<file path="src/rtl/semaforo_ctrl.sv">
// semaforo_ctrl
// Three-light traffic-signal controller.
//   Automatic mode (mainageability = 0): cycles GREEN -> YELLOW -> RED -> GREEN,
//   dwelling GREEN_CYCLES / YELLOW_CYCLES / RED_CYCLES clock periods per colour.
//   Manual mode (mainageability = 1): lamps follow the registered operator
//   override inputs.
//
// Ports
//   clk            sole clock, rising edge
//   rst_n          asynchronous active-low reset
//   mainageability mode select: 1 = manual/maintenance, 0 = automatic
//   green_m        manual green request
//   yellow_m       manual yellow request
//   red_m          manual red request
//   green_led      green lamp, active high
//   yellow_led     yellow lamp, active high
//   red_led        red lamp, active high
module semaforo_ctrl #(
  parameter int GREEN_CYCLES  = 5,
  parameter int YELLOW_CYCLES = 2,
  parameter int RED_CYCLES    = 5
) (
  input  logic clk,
  input  logic rst_n,
  input  logic mainageability,
  input  logic green_m,
  input  logic yellow_m,
  input  logic red_m,
  output logic green_led,
  output logic yellow_led,
  output logic red_led
);

  localparam int MAX_CYCLES =
    (GREEN_CYCLES >= YELLOW_CYCLES && GREEN_CYCLES >= RED_CYCLES) ? GREEN_CYCLES :
    (YELLOW_CYCLES >= RED_CYCLES) ? YELLOW_CYCLES : RED_CYCLES;

  // A dwell of 1 everywhere still needs a 1-bit counter
  localparam int CNT_W = (MAX_CYCLES > 1) ? $clog2(MAX_CYCLES) : 1;

  localparam logic [CNT_W-1:0] GREEN_LAST  = CNT_W'(GREEN_CYCLES - 1);
  localparam logic [CNT_W-1:0] YELLOW_LAST = CNT_W'(YELLOW_CYCLES - 1);
  localparam logic [CNT_W-1:0] RED_LAST    = CNT_W'(RED_CYCLES - 1);

  typedef enum logic [1:0] {
    GREEN  = 2'd0,
    YELLOW = 2'd1,
    RED    = 2'd2
  } state_t;

  state_t           state;
  logic [CNT_W-1:0] cnt;
  logic             mode_q;
  logic [2:0]       man_q;
  logic [CNT_W-1:0] dwell_last;

  // Last count value of the colour currently lit
  always_comb begin
    dwell_last = GREEN_LAST;
    case (state)
      GREEN:   dwell_last = GREEN_LAST;
      YELLOW:  dwell_last = YELLOW_LAST;
      RED:     dwell_last = RED_LAST;
      default: dwell_last = GREEN_LAST;
    endcase
  end

  // The FSM is held at GREEN both on the edge that enters manual mode and on
  // the edge that leaves it (mode_q still 1), so a fresh green dwell always
  // starts exactly at the edge that samples mainageability = 0.
  always_ff @(posedge clk or negedge rst_n) begin
    if (!rst_n) begin
      state  <= GREEN;
      cnt    <= '0;
      mode_q <= 1'b0;
      man_q  <= 3'b000;
    end else begin
      mode_q <= mainageability;
      man_q  <= {green_m, yellow_m, red_m};
      if (mainageability || mode_q) begin
        state <= GREEN;
        cnt   <= '0;
      end else if (cnt == dwell_last) begin
        cnt <= '0;
        case (state)
          GREEN:   state <= YELLOW;
          YELLOW:  state <= RED;
          RED:     state <= GREEN;
          default: state <= GREEN;
        endcase
      end else begin
        cnt <= cnt + 1'b1;
      end
    end
  end

  // Lamps depend on registers only, so input changes never reach the lamps
  // without passing through a flop
  always_comb begin
    {green_led, yellow_led, red_led} = 3'b100;
    if (mode_q) begin
      {green_led, yellow_led, red_led} = man_q;
    end else begin
      case (state)
        GREEN:   {green_led, yellow_led, red_led} = 3'b100;
        YELLOW:  {green_led, yellow_led, red_led} = 3'b010;
        RED:     {green_led, yellow_led, red_led} = 3'b001;
        default: {green_led, yellow_led, red_led} = 3'b100;
      endcase
    end
  end

endmodule

</file>
<file path="config.mk">
export PLATFORM = sky130hd
export DESIGN_NAME = semaforo_ctrl
export DESIGN_NICKNAME = d
export VERILOG_FILES = /design/src/rtl/semaforo_ctrl.sv
export SDC_FILE = /design/constraint.sdc
export NUM_CORES = 1
export LEC_CHECK = 0
export ABC_AREA = 1
export BUFFER_PORTS_ARGS = -buffer_cell sky130_fd_sc_hd__buf_4
export CORE_AREA = 8 8 45 47
export DETAILED_ROUTE_END_ITERATION = 12
export DIE_AREA = 0 0 53 55
export GPL_ROUTABILITY_DRIVEN = 0
export HOLD_SLACK_MARGIN = 0.06
export PLACE_DENSITY_LB_ADDON = 0.15
export SYNTH_ARGS = -nofsm -noshare
export SYNTH_HDL_FRONTEND = slang
export SYNTH_SLANG_ARGS = --single-unit
</file>
<file path="constraint.sdc">
create_clock -name clk -period 1.2 [get_ports clk]
set_input_delay 0.18 -clock clk [delete_from_list [all_inputs] [get_ports clk]]
set_output_delay 0.18 -clock clk [all_outputs]
set_load 0.02 [all_outputs]
</file>
Word level (Yosys, flattened, before mapping). Index checks and enable logic that the tools add are counted. W data, S select, Z words.

Input port bits: 6. Logic and storage cells: 24. Output and inout port bits: 3. Register bits: 9.

Eq/ne operators: 3. Multiplexer cells: 12. Add/subtract/negate cells: 1. Reduce and logical (&&, ||, !) cells: 4.

Operator list (count): $mux W3 (3); $mux W1 (6); $mux W2 (2); $pmux W2 S2 (1); $add A3 B1 Y3 const B (1); $eq A3 B3 Y1 (1); $eq A2 B1 Y1 const B (1); $eq A2 B2 Y1 const B (1); $logic_not A2 Y1 (1); $reduce_bool A2 Y1 (1); $reduce_or A2 Y1 (1); $logic_or A1 B1 Y1 (1).

Longest topological paths before layout.
Word-level depth: 5. Mapped depth: 8. Gate-level depth less buffers: 8.

Worst setup path after synthesis. Ideal clock, no wire load.

Path type: register to output. Start: register state[0]. End: output port green_led. Required time: 1.020 ns. Path slack: -0.166 ns. Buffers on the path: 0. Cell stages (with the launch flop): 4. Data arrival time: 1.186 ns. Cells stage by stage: dfrtp_1 inv_1 ha_1 o21ai_0.

Cells in the longest elaborated chain, start to end: 4. Elaborated cells on any way between the ends: 5. Those cells by class: 2 x eq/ne; 2 x mux; 1 x reduce/logical.

Ends and longest elaborated chain: start: declaration (RTL line 51) `state_t state;`; start signal: assignment (RTL line 73) `state <= GREEN;`; start signal: assignment (RTL line 81) `state <= GREEN;`; start signal: assignment (RTL line 86) `GREEN: state <= YELLOW;`; $eq A2 B2 Y1 or $eq A2 B1 Y1 (tied branches) (RTL line 104) `case (state)`; $reduce_or A2 Y1 (no source line) (*); $mux W1 (*) (RTL line 104); $mux W1 (*) (RTL line 101) `if (mode_q) begin`; end: declaration (RTL line 29) `output logic green_led,`.

Every way passes the cells marked *; elsewhere a longest branch is shown, timed or not.

Worst setup path after layout.
Start: register state[1]. End: output port green_led.

The elaborated chain is that of the path after synthesis.

==> qor.yml <==
floorplanning:
  initial_core_util_pct: 32.5
  core_sq_um: 1380
  die_h_um: 55
  die_w_um: 53
  dieArea_sq_um: 2920
  io_pins: 9
  rows: 14
critical_path:
  crit_slowest_cell: "dfrtp_2"
  path_class: "reg -> out"
  critPathCaptureType: "primary output"
  crit_path_max_fanout: 3
  timing.rr.start: "state[0]"
  crit_buf_inv: 2
  startpoint_type: "flop"
  critPathLaunch: "state[1]"
  cp_top_family: "flip-flops"
  cp_cell_sequence: "inv_4 > ha_4 > o21ai_2 > buf_6"
  crit_required_ns: 1.02
  critPathMaxStageDelay_ns: 0.44
  arrival_ns: 1.26
finish:
  syn_to_final_growth_pct: 66.0
  final_core_util_pct: 53.9
  final_cell_count_no_fill: 82
  drive_above_1_share_pct: 56.1
  n_fill_cell: 123
  nets: 78
  antenna-diode-count: 0
drt:
  vias: 358
  routed_via_density: 4.37
  drc: 0
  dr.pass1.iters: 1
  wl_per_cell_um: 10.3
  ant_nets: 0
  wl_um: 848
  drt_iter0_drc: 0
min_path:
  min_path_type: "in -> async"
placed_design:
  portBuffers: 8
  hpwl_um: 630
  pre_cts_slack_ns: -0.0631
  placed_cells: 71
yosys:
  netlist_instances: 43
  avgSynthCellArea_sq_um: 10.4
  ys_ff_latch: 9
  synth_area_sq_um: 449
  synthTopCellsByArea: "dfrtp_1 (50%), ha_1 (14%), inv_1 (5.8%), nand2_1 (4.2%), nand3_1 (3.3%)"
  syn-num-nets: 54
  synth.distinct_cells: 15
  yosysWarnings: 0
  ys_seq_area_share_pct: 50.1
  synth.top_cell.area_share_pct: 50.1
  yosysTopAreaCell: "dfrtp_1"
timing:
  slew_headroom_pct: 86.8
  finalHoldViolations: 0
  rsz0062_at_grt: "true"
  fin_crit_sh_pct: 120
  layout_min_cycle_time_ns: 1.44
  fmax_ghz: 0.693
  worst_slack_ns: -0.242
  final-setup-viol-count: 8
  worst_pin_slew_ns: 0.198
  finalMaxSlewViolations: 0
  hold_ws_ns: 0.277
  skew_ns: 0.00142
global_route:
  grt_pass1_vias: 421
  grt_max_degree: 10
  antenna_found_initial: 0
  global_route.overflow_total: 0
  grt_use_total_pct: 7.54
  grt_pass1_wl_mm: 1.58
power:
  p_total_w: 0.000676
  p_per_area_nw_per_um2: 906
  ir_drop_mv: 0.663
  leakage_nw: 0.338
run_status:
  status: "finished with violations"
  violations: "setup timing"
clock_tree:
  root_buffer: "clkbuf_4"
  cts_tree: "done"
  clk_path_buf_depth: 2
  clkSinkCount: 9
  clk_latency_ns: 0.26
  numCtsBuffers: 3
  clk_pin_slew_ns: 0.06
  htreeDepth: 1
run:
  max-cap-violations: 0
[per-layer routing]
layer	up-vias	part of all wire (%)	track usage [%]	wire length (um)
li1	185	-	-	-
met1	165	41	7.12	350
met2	8	54	13.3	454
met3	0	5.2	2.94	44
met4	0	0	5.17	0
met5	-	0	0	0
[registers in the layout, summed over array words and instances, names as in the netlist]
signal	count
state	2
mode_q	1
man_q	3
cnt	3
[cell type report]
type / count / area, sq um / share of cell area [%]
multi-input cells: 27 / 279 / 37.4
well taps: 16 / 20.0 / 2.68
inverters: 7 / 31.3 / 4.19
repair buffers: 19 / 163 / 21.8
flip-flops and latches: 9 / 226 / 30.4
clock buffers: 4 / 26.3 / 3.52
[synth_stat cells]
master,number
nor2_4,1
inv_1,7
nand3_1,3
o21ai_0,2
nor2_1,2
nand4_1,2
a21oi_2,1
mux2_2,1
o21ai_2,1
xnor2_1,1
nand2_1,5
nand2_2,2
nand3_2,1
dfrtp_1,9
ha_1,5
[worst paths after layout]
path / endpoint / slack [ns] / cells after the start
worst max-delay path: green_led / -0.24 / 4
worst min-delay path: mode_q / 0.28 / 2
worst max register to register: state[1] / -0.07 / 8
worst min register to register: state[0] / 0.59 / 3
max in group asynchronous: state[1] / 0.78 / 2
min in group clk: man_q[0] / 0.57 / 2
[through the flow]
stage / setup TNS, ns / cell area (sq um)
6_report: -0.929 / 746
5_1_grt: -1.49 / 746
4_1_cts: -1.01 / 696
3_5_place_dp: -0.270 / 559
3_3_place_gp: -0.405 / 559
2_1_floorplan: -0.0160 / 449
[logic make-up (layout without fill, tap and decap cells)]
group                    count (synthesis)  count (layout)  synth area share (%)
AO/OA/AOI/OAI                            4               4                  6.13
XOR/XNOR                                 1               1                  1.95
adder cells (fa/ha/maj)                  5               5                  13.9
buffers and inverters                    7              30                  5.85
flip-flops                               9               9                  50.1
multiplexers                             1               1                  2.51
AND/OR/NAND/NOR                         16              16                  19.5
[power breakdown]
group	leakage [nW]	switching [W]	internal (W)
logic	0.209	0.0000593	0.0000641
clock network	0.0150	0.000101	0.000128
registers	0.114	0.00000832	0.000315
total	0.338	0.000169	0.000507
[cells in the final DEF, fill, tap and decap left out, types with 3 or more instances in the layout]
cell type       n
buf_4          12
nand2_2         3
nand2_1         4
inv_1           4
dlygate4sd3_1   5
nand3_2         3
ha_4            3
dfrtp_1         8
clkbuf_4        3
[timing repair]
item	in CTS	in global routing
setup buffers	2	0
endpoints found under the hold margin	13	0
hold buffers	5	0
setup endpoints to repair	8	8
gates resized for setup	13	9
pin swaps	1	2
(Power assumes the default switching activity.)
